File: src/rtl/m3d_sched_pkg.sv
// Shared types and width helpers for the column-block scheduler.
package m3d_sched_pkg;

    typedef enum logic [2:0] {
        ST_IDLE  = 3'd0,
        ST_ISSUE = 3'd1,
        ST_ACC   = 3'd2,
        ST_DRAIN = 3'd3,
        ST_DONE  = 3'd4
    } sched_state_e;

    // Index width for a counter over n values; never narrower than one bit.
    function automatic int width_of(input int n);
        return (n <= 1) ? 1 : $clog2(n);
    endfunction

    // Index widths for the default geometry (2 rows, 4 columns, 8 planes).
    localparam int RW = width_of(2);
    localparam int CW = width_of(4);
    localparam int BW = width_of(8);

endpackage

File: src/rtl/m3d_credit_cnt.sv
// Up/down counter of column results issued but not yet drained downstream.
// Simultaneous increment and drain cancel; a drain seen at zero leaves the
// count at zero and raises a sticky underflow flag.
module m3d_credit_cnt
    import m3d_sched_pkg::*;
#(
    parameter int MAX_OUTSTANDING = 2,
    localparam int OW = width_of(MAX_OUTSTANDING + 1)
) (
    input  logic          clk,
    input  logic          rst,
    input  logic          inc_i,
    input  logic          dec_i,
    output logic [OW-1:0] count_o,
    output logic          at_limit_o,
    output logic          err_underflow_o
);

    logic [OW-1:0] count_q, count_d;
    logic          err_q, err_d;

    // Next count and underflow flag from this cycle's increment/drain pair.
    always_comb begin
        count_d = count_q;
        err_d   = err_q;
        if (inc_i && !dec_i) begin
            count_d = count_q + OW'(1);
        end else if (dec_i && !inc_i) begin
            if (count_q == '0) begin
                err_d = 1'b1;
            end else begin
                count_d = count_q - OW'(1);
            end
        end
    end

    // Counter and sticky flag registers.
    always_ff @(posedge clk) begin
        if (rst) begin
            count_q <= '0;
            err_q   <= 1'b0;
        end else begin
            count_q <= count_d;
            err_q   <= err_d;
        end
    end

    assign count_o         = count_q;
    assign at_limit_o      = (count_q == OW'(MAX_OUTSTANDING));
    assign err_underflow_o = err_q;

endmodule

File: src/rtl/m3d_col_block_sched.sv
// Job scheduler in front of the unshared column block: walks every
// (tile, column, row) macro, streams its bit-plane reads, commits one
// bit-serial accumulate per macro, and throttles column-group starts on
// the number of column results still outstanding downstream.
module m3d_col_block_sched
    import m3d_sched_pkg::*;
#(
    parameter int MACRO_ROW       = 2,
    parameter int MACRO_COLUMN    = 4,
    parameter int BIT_PLANES      = 8,
    parameter int TILE_CNT_WIDTH  = 8,
    parameter int MAX_OUTSTANDING = 2,
    localparam int ROW_W = width_of(MACRO_ROW),
    localparam int COL_W = width_of(MACRO_COLUMN),
    localparam int BIT_W = width_of(BIT_PLANES),
    localparam int OW    = width_of(MAX_OUTSTANDING + 1)
) (
    input  logic                      clk,
    input  logic                      rst,
    input  logic                      job_vld,
    output logic                      job_rdy,
    input  logic [TILE_CNT_WIDTH-1:0] job_num_tiles,
    output logic                      macro_rd_vld,
    input  logic                      macro_rd_rdy,
    output logic [ROW_W-1:0]          macro_rd_row,
    output logic [COL_W-1:0]          macro_rd_col,
    output logic [BIT_W-1:0]          macro_rd_bit,
    output logic                      macro_rd_last,
    output logic                      bit_serial_acc_vld,
    input  logic                      bit_serial_acc_rdy,
    input  logic                      col_result_fire,
    output logic                      busy,
    output logic                      done,
    output logic                      err_underflow
);

    localparam logic [ROW_W-1:0] ROW_LAST = ROW_W'(MACRO_ROW - 1);
    localparam logic [COL_W-1:0] COL_LAST = COL_W'(MACRO_COLUMN - 1);
    localparam logic [BIT_W-1:0] BIT_LAST = BIT_W'(BIT_PLANES - 1);

    sched_state_e              state_q, state_d;
    logic [TILE_CNT_WIDTH-1:0] tiles_q, tiles_d;
    logic [TILE_CNT_WIDTH-1:0] tile_q, tile_d;
    logic [COL_W-1:0]          col_q, col_d;
    logic [ROW_W-1:0]          row_q, row_d;
    logic [BIT_W-1:0]          bit_q, bit_d;

    logic          credit_inc;
    logic          credit_full;
    logic [OW-1:0] outstanding;
    logic          rd_fire;
    logic          acc_fire;

    m3d_credit_cnt #(
        .MAX_OUTSTANDING (MAX_OUTSTANDING)
    ) u_credit (
        .clk             (clk),
        .rst             (rst),
        .inc_i           (credit_inc),
        .dec_i           (col_result_fire),
        .count_o         (outstanding),
        .at_limit_o      (credit_full),
        .err_underflow_o (err_underflow)
    );

    // Credits only gate the first plane of a column group's first row, so a
    // group once started always runs to completion.
    assign macro_rd_vld       = (state_q == ST_ISSUE) &&
                                !((row_q == '0) && (bit_q == '0) && credit_full);
    assign macro_rd_last      = (state_q == ST_ISSUE) && (bit_q == BIT_LAST);
    assign macro_rd_row       = row_q;
    assign macro_rd_col       = col_q;
    assign macro_rd_bit       = bit_q;
    assign bit_serial_acc_vld = (state_q == ST_ACC);
    assign job_rdy            = (state_q == ST_IDLE);
    assign busy               = (state_q != ST_IDLE);
    assign done               = (state_q == ST_DONE);

    assign rd_fire  = macro_rd_vld && macro_rd_rdy;
    assign acc_fire = bit_serial_acc_vld && bit_serial_acc_rdy;

    // Next-state and counter advance for the job walk.
    always_comb begin
        state_d    = state_q;
        tiles_d    = tiles_q;
        tile_d     = tile_q;
        col_d      = col_q;
        row_d      = row_q;
        bit_d      = bit_q;
        credit_inc = 1'b0;
        unique case (state_q)
            ST_IDLE: begin
                if (job_vld) begin
                    tiles_d = job_num_tiles;
                    tile_d  = '0;
                    col_d   = '0;
                    row_d   = '0;
                    bit_d   = '0;
                    state_d = (job_num_tiles == '0) ? ST_DONE : ST_ISSUE;
                end
            end
            ST_ISSUE: begin
                if (rd_fire) begin
                    if (bit_q == BIT_LAST) begin
                        bit_d   = '0;
                        state_d = ST_ACC;
                    end else begin
                        bit_d = bit_q + BIT_W'(1);
                    end
                end
            end
            ST_ACC: begin
                if (acc_fire) begin
                    state_d = ST_ISSUE;
                    if (row_q == ROW_LAST) begin
                        row_d      = '0;
                        credit_inc = 1'b1;
                        if (col_q == COL_LAST) begin
                            col_d  = '0;
                            tile_d = tile_q + TILE_CNT_WIDTH'(1);
                            if (tile_q == tiles_q - TILE_CNT_WIDTH'(1)) begin
                                state_d = ST_DRAIN;
                            end
                        end else begin
                            col_d = col_q + COL_W'(1);
                        end
                    end else begin
                        row_d = row_q + ROW_W'(1);
                    end
                end
            end
            ST_DRAIN: begin
                if (outstanding == '0) begin
                    state_d = ST_DONE;
                end
            end
            ST_DONE: begin
                state_d = ST_IDLE;
            end
            default: begin
                state_d = ST_IDLE;
            end
        endcase
    end

    // State and walk counters; reset abandons any job in flight.
    always_ff @(posedge clk) begin
        if (rst) begin
            state_q <= ST_IDLE;
            tiles_q <= '0;
            tile_q  <= '0;
            col_q   <= '0;
            row_q   <= '0;
            bit_q   <= '0;
        end else begin
            state_q <= state_d;
            tiles_q <= tiles_d;
            tile_q  <= tile_d;
            col_q   <= col_d;
            row_q   <= row_d;
            bit_q   <= bit_d;
        end
    end

endmodule

File: config.mk
export PLATFORM = sky130hd
export DESIGN_NAME = m3d_col_block_sched
export DESIGN_NICKNAME = d
export VERILOG_FILES = /design/src/rtl/m3d_sched_pkg.sv /design/src/rtl/m3d_credit_cnt.sv /design/src/rtl/m3d_col_block_sched.sv
export SDC_FILE = /design/constraint.sdc
export NUM_CORES = 1
export LEC_CHECK = 0
export CAP_MARGIN = 0
export CORE_ASPECT_RATIO = 0.5
export CORE_MARGIN = 10
export CORE_UTILIZATION = 30
export DETAILED_ROUTE_END_ITERATION = 8
export PLACE_DENSITY = 0.56
export SLEW_MARGIN = 20
export SYNTH_ARGS = -nofsm -noshare
export SYNTH_HDL_FRONTEND = slang
export SYNTH_SLANG_ARGS = --single-unit
File: constraint.sdc
create_clock -name clk -period 1.8 [get_ports clk]
set_input_delay 0.27 -clock clk [delete_from_list [all_inputs] [get_ports clk]]
set_output_delay 0.27 -clock clk [all_outputs]
set_load 0.1 [all_outputs]
==> flow_metrics.py, run 1 <==
metrics = {
    "floorplan": {
        "num_rows": 19,
        "start_util": 0.3063,
        "die_area_mm2": 0.009091,
        "core_mm2": 0.005420,
        "io_pins": 27,
        "die_h_um": 72.61,
        "die_w_um": 125.2,
    },
    "worst_setup_path": {
        "crit_chain": "buf_6, or3_4, clkinvlp_4, buf_12",
        "slowest_delay_ns": 0.41,
        "required_ns": 1.53,
        "path_max_fanout": 7,
        "slowest_stage": "or3_4",
        "reg2reg_from": "tiles_q[1]",
        "cp_top_family": "simple AND/OR/NAND/NOR gates",
        "cp.arrival_ns": 1.46,
        "ff2ff_path_depth": 7,
        "reg2reg_to": "state_q[1]",
        "endpoint_kind": "output port",
        "r2r_slack_ns": 0.16,
        "crit_type": "reg2out",
        "cp-start-kind": "flop",
        "cp.buffers_inverters": 3,
        "cp-startpoint": "state_q[1]",
    },
    "route": {
        "drtIter0Drc": 36,
        "drt_first_pass_iters": 4,
        "drcViolationCount": 0,
        "dr_total_vias": 1490,
        "wirelength_um": 3842,
        "wl_per_cell_um": 12.12,
        "ant_nets": 0,
        "via_per_inst": 4.700,
    },
    "synthesis": {
        "syn_nets": 227,
        "syn_inst": 205,
        "seq_area_frac_synth": 0.3376,
        "synthArstFlopShare": 0,
        "synth.distinct_cells": 39,
        "synth_area_mm2": 0.001660,
        "synth-edff-count": 0,
        "syn_area_per_cell_um2": 8.099,
        "synth_ff_type": "dfxtp_1",
        "ys_ff_latch": 28,
        "ys_warn_count": 0,
    },
    "power_and_ir_drop": {
        "cellPowerDensity_mw_per_mm2": 964.9,
        "total_power_mw": 2.200,
        "p_leak_nw": 0.8977,
        "ir_drop_mv": 0.3120,
    },
    "grt": {
        "grt_max_degree": 23,
        "grt_pass1_wl_um": 6734,
        "grt_pass1_vias": 1472,
        "track_usage": 0.08510,
        "grt_overflow_total": 0,
        "grt_antenna_before_repair": 0,
    },
    "clocking": {
        "cts_root_buffer": "clkbuf_8",
        "clockBufferDepth": 2,
        "numCtsBuffers": 3,
        "cts_htree_levels": 1,
        "cts.hold.buffers_added": 0,
        "clkLatencyLatePin_ns": 0.28,
        "cts_sinks": 28,
        "cts_tree": "done",
        "cts.clk_slew.worst_paths_ns": 0.10,
    },
    "timing": {
        "worst_slew_pin_slew_ns": 0.3214,
        "setup_viol": 0,
        "drv_slew": 0,
        "holdWs_ns": 0.4845,
        "grt_setup_unrepaired": "no",
        "fin_crit_sh": 0.9623,
        "hold_viol": 0,
        "worst_clock_skew_ns": 0.005100,
        "slew_headroom": 0.7841,
        "period_needed_ns": 1.732,
        "timing.fmax_ghz": 0.5773,
        "setup_ws_ns": 0.06788,
    },
    "finish": {
        "final_nets": 267,
        "final_common_cell": "nand2_1",
        "antenna_cells": 0,
        "fill_cells": 556,
        "stdcell_area_mm2": 0.002280,
        "layout_common_cells": "nand2_1 (26), nor2_1 (25), buf_4 (20)",
        "drive_gt1_frac": 0.2377,
        "final_cell_count_no_fill": 317,
        "area_delta_synth_final_pct": 37.30,
    },
    "min_path": {
        "worstHoldEndpoint": "tiles_q[7]",
        "min_from": "tiles_q[7]",
        "hold_depth": 2,
        "worstHoldPathType": "reg2reg",
    },
    "placement": {
        "place_inst": 311,
        "placed_area_mm2": 0.002171,
        "pre_cts_ws_ns": -0.03842,
        "place_congestion": 0.8273,
        "port_buffers": 26,
        "dpl.hpwl_um": 3068,
    },
    "job": {
        "maxCapViolCount": 0,
    },
    "run_status": {
        "status": "complete, no violations",
    },
}
metal layers:
layer  track usage  share of wire  vias to the layer above
li1              -              -                      786
met1        0.1006           0.46                      688
met2        0.1492           0.50                       12
met3       0.02321          0.029                        4
met4       0.02538          0.015                        0
met5             0              0                        -
cells by family after synthesis:
logic type	Yosys count	share of synthesized area
compound gates	33	0.1326
xor+xnor	15	0.07913
fa+ha+maj	8	0.06029
buf+inv	17	0.05200
flops	28	0.3376
mux	8	0.05049
simple gates	96	0.2879
worst register-to-register path: stages (launching register included):
cell and delay [ns]:
dfxtp_1 0.34, inv_1 0.05, ha_1 0.28, xor2_1 0.15, nand3_1 0.09, a2111oi_1 0.35
o2111ai_1 0.16, a21oi_1 0.16
flip-flops by register name, indices dropped and copies added (netlist names):
name / count
u_credit.count_o: 2
state_q: 3
u_credit.err_underflow_o: 1
macro_rd_col: 2
macro_rd_bit: 3
tiles_q: 8
tile_q: 8
macro_rd_row: 1
cell usage after synthesis (3+ instances only):
cell type,count,share of area
dfxtp_1,28,0.34
nand2_1,26,0.059
nor2_1,26,0.059
a21oi_1,17,0.051
inv_1,11,0.025
ha_1,8,0.060
nand3_1,8,0.024
xor2_1,8,0.042
xnor2_1,7,0.037
nor3_1,6,0.018
mux2i_1,5,0.030
nand4_1,5,0.019
nor3b_1,4,0.018
a22oi_1,3,0.014
and2_1,3,0.011
buf_6,3,0.020
clkbuf_1,3,0.0068
nand3b_1,3,0.014
nor2b_1,3,0.011
timing repair:
item                                    in CTS  in global routing
pin swaps                                    0                  2
endpoints found under the setup margin       3                  6
buffers inserted                             0                  2
gates resized for setup                      4                  5
per-stage QoR:
| step | setup TNS (ns) | util |
|---|---|---|
| 6_report | 0 | 0.4206 |
| 5_1_grt | 0 | 0.4206 |
| 4_1_cts | 0 | 0.4153 |
| 3_5_place_dp | -0.1099 | 0.4005 |
| 3_3_place_gp | 0 | 0.4005 |
| 2_1_floorplan | -0.2117 | - |
power breakdown:
part	internal, mW	switching [mW]	leakage, nW
logic	0.430	0.607	0.631
clock network	0.242	0.200	0.0339
registers	0.663	0.0575	0.233
worst max-delay path by stage:
stage,to,slack (ns),cells after the start
3_5_place_dp,tile_q[7],-0.04,6
2_1_floorplan,done,-0.17,2
6_report,job_rdy,0.07,4
5_1_grt,macro_rd_last,0.00006,4
4_1_cts,job_rdy,0.002,4
3_3_place_gp,tile_q[7],0.006,6
layout make-up:
cell class                 instances  area, µm²  area share
sequential                        28      584.3      0.2563
multi-input combinational        160       1061      0.4654
tap                               73      91.34     0.04007
inverter                          11      45.04     0.01976
clock buffer                       4      66.31     0.02909
timing repair buffer              41      431.7      0.1894
Note: power is estimated with default switching activity, not from simulation.
==> run 2: changes to the inputs <==
--- a/config.mk
+++ b/config.mk
@@ -11,6 +11,7 @@
 export CORE_UTILIZATION = 30
 export DETAILED_ROUTE_END_ITERATION = 8
 export PLACE_DENSITY = 0.56
+export REMOVE_ABC_BUFFERS = 1
 export SLEW_MARGIN = 20
 export SYNTH_ARGS = -nofsm -noshare
 export SYNTH_HDL_FRONTEND = slang
==> run 2 against run 1 <==
Effect of this change: critical path depth unchanged; clock power up 12%; combinational power increased by 6%; clock skew increased by 0.0045 ns; cell count grew 2.8%; first-iteration DRC count decreased by 28%; critical path type unchanged; global-route usage fell by 0.15 points; total power up 4.8%; non-clock buffer count grew 9; register-to-register slack got worse by 0.05 ns; sequential power decreased by 1%.
==> flow_metrics.py, run 2 (synthesized netlist as in run 1, its figures left out) <==
metrics = {
    "clocking": {
        "cts_htree_levels": 1,
        "numCtsBuffers": 3,
        "clkLatencyLatePin_ns": 0.28,
        "clockBufferDepth": 2,
        "cts_tree": "done",
        "cts_sinks": 28,
        "cts.clk_slew.worst_paths_ns": 0.10,
        "cts_root_buffer": "clkbuf_8",
    },
    "floorplan": {
        "die_w_um": 125.2,
        "die_area_mm2": 0.009091,
        "core_mm2": 0.005420,
        "num_rows": 19,
        "die_h_um": 72.61,
        "io_pins": 27,
        "start_util": 0.3063,
    },
    "min_path": {
        "hold_depth": 2,
        "worstHoldPathType": "reg2reg",
        "worstHoldEndpoint": "tiles_q[7]",
        "min_from": "tiles_q[7]",
    },
    "route": {
        "ant_nets": 0,
        "drcViolationCount": 0,
        "wirelength_um": 3838,
        "drtIter0Drc": 26,
        "dr_total_vias": 1525,
        "drt_first_pass_iters": 4,
        "via_per_inst": 4.678,
        "wl_per_cell_um": 11.77,
    },
    "finish": {
        "area_delta_synth_final_pct": 43.41,
        "seq_area_um2": 568.0,
        "final_nets": 276,
        "layout_common_cells": "nor2_1 (26), nand2_1 (26), dfxtp_1 (24), buf_4 (24), a21oi_1 (17)",
        "fin_util": 0.4393,
        "fill_cells": 541,
        "drive_gt1_frac": 0.2174,
        "antenna_cells": 0,
        "stdcell_area_mm2": 0.002381,
        "multi_input_area_mm2": 0.001039,
        "largestRegisters": "tile_q: 8 flops, tiles_q: 8 flops",
        "final_cell_count_no_fill": 326,
    },
    "timing": {
        "hold_viol": 0,
        "period_needed_ns": 1.749,
        "worst_clock_skew_ns": 0.009561,
        "worst_slew_pin_slew_ns": 0.3752,
        "grt_setup_unrepaired": "yes",
        "drv_slew": 0,
        "setup_viol": 0,
        "fin_crit_sh": 0.9719,
        "slew_headroom": 0.7493,
        "timing.fmax_ghz": 0.5716,
    },
    "power_and_ir_drop": {
        "ir_drop_mv": 0.4750,
        "seq_power_share": 0.310,
        "comb_power_share": 0.475,
        "power.internal_mw": 1.444,
        "clkPwrFrac": 0.215,
        "p_leak_nw": 0.9582,
        "cellPowerDensity_mw_per_mm2": 968.2,
        "switching_share": 0.3736,
        "switchingPower_mw": 0.8613,
    },
    "worst_setup_path": {
        "reg2reg_from": "tiles_q[1]",
        "endpoint_kind": "output port",
        "reg2reg_to": "state_q[1]",
        "cp-start-kind": "flop",
        "path_max_fanout": 6,
        "r2r_slack_ns": 0.11,
        "ff2ff_path_depth": 7,
        "crit_type": "reg2out",
        "required_ns": 1.53,
        "cp.arrival_ns": 1.48,
    },
    "grt": {
        "grt_antenna_before_repair": 0,
        "met3_usage": 0.01958,
        "grt_use_met1": 0.09486,
        "track_usage": 0.08358,
        "grt_pass1_wl_um": 6617,
        "use_met2": 0.1556,
        "top_usage_layer": "met2",
        "grt_max_degree": 23,
        "grt_pass1_vias": 1496,
        "grt_overflow_total": 0,
    },
    "placement": {
        "placed_area_mm2": 0.002235,
        "place_inst": 318,
        "dpl.hpwl_um": 3143,
        "place_congestion": 0.8182,
        "port_buffers": 26,
    },
    "run_status": {
        "status": "complete, no violations",
    },
    "job": {
        "maxCapViolCount": 0,
    },
}
[run 2: worst max path at each step]
stage	startpoint	end	cells after the start
2_1_floorplan	macro_rd_bit[0]	macro_rd_vld	5
4_1_cts	state_q[1]	job_rdy	4
3_5_place_dp	bit_serial_acc_rdy	tile_q[7]	6
6_report	state_q[0]	job_rdy	4
3_3_place_gp	bit_serial_acc_rdy	tile_q[5]	6
5_1_grt	tiles_q[1]	state_q[1]	7
[run 2: power groups by stage]
stage | Clock, mW | Combinational [mW] | Sequential [mW]
4_1_cts | 0.517 | 1.07 | 0.717
6_report | 0.496 | 1.10 | 0.714
3_3_place_gp | 0 | 1.03 | 0.726
3_5_place_dp | 0 | 1.04 | 0.727
2_1_floorplan | 0 | 0.565 | 0.788
5_1_grt | 0.552 | 1.18 | 0.721
[run 2: metrics by stage]
stage               TNS (ns)  power [mW]  setup slack (ns)  hold slack (ns)
floorplan             -9.345       1.354            -1.263           0.3391
global placement           0       1.755           0.04954           0.4685
detailed placement  -0.04404       1.765          -0.02794           0.4639
CTS                        0       2.299           0.02201           0.4791
global route        -0.04160       2.448          -0.03001           0.5182
finish                     0       2.305           0.05051           0.4756
[run 2: routing by layer]
layer  wire (µm)  share of wire
met5           0              0
met4          37         0.0096
met3          91          0.024
met2        2008           0.52
met1        1701           0.44
[run 2: worst max-delay path, cell delays in order, from the launching register on]
cell and delay (ns):
dfxtp_2 0.36, buf_4 0.15, or3_4 0.40, inv_1 0.11, buf_12 0.18
[run 2: cell type report]
type | count | share of cell area
clock inverter | 1 | 0.01261
timing repair buffer | 50 | 0.2396
inverter | 11 | 0.01734
tap | 73 | 0.03836
clock buffer | 3 | 0.01734
multi-input combinational | 160 | 0.4362
sequential | 28 | 0.2386
[run 2: timing repair]
action | in CTS | in global routing
buffers inserted | 0 | 4
resized for setup | 8 | 3
pin swaps | 0 | 3
endpoints found under the setup margin | 3 | 8
hold buffers | 0 | 0
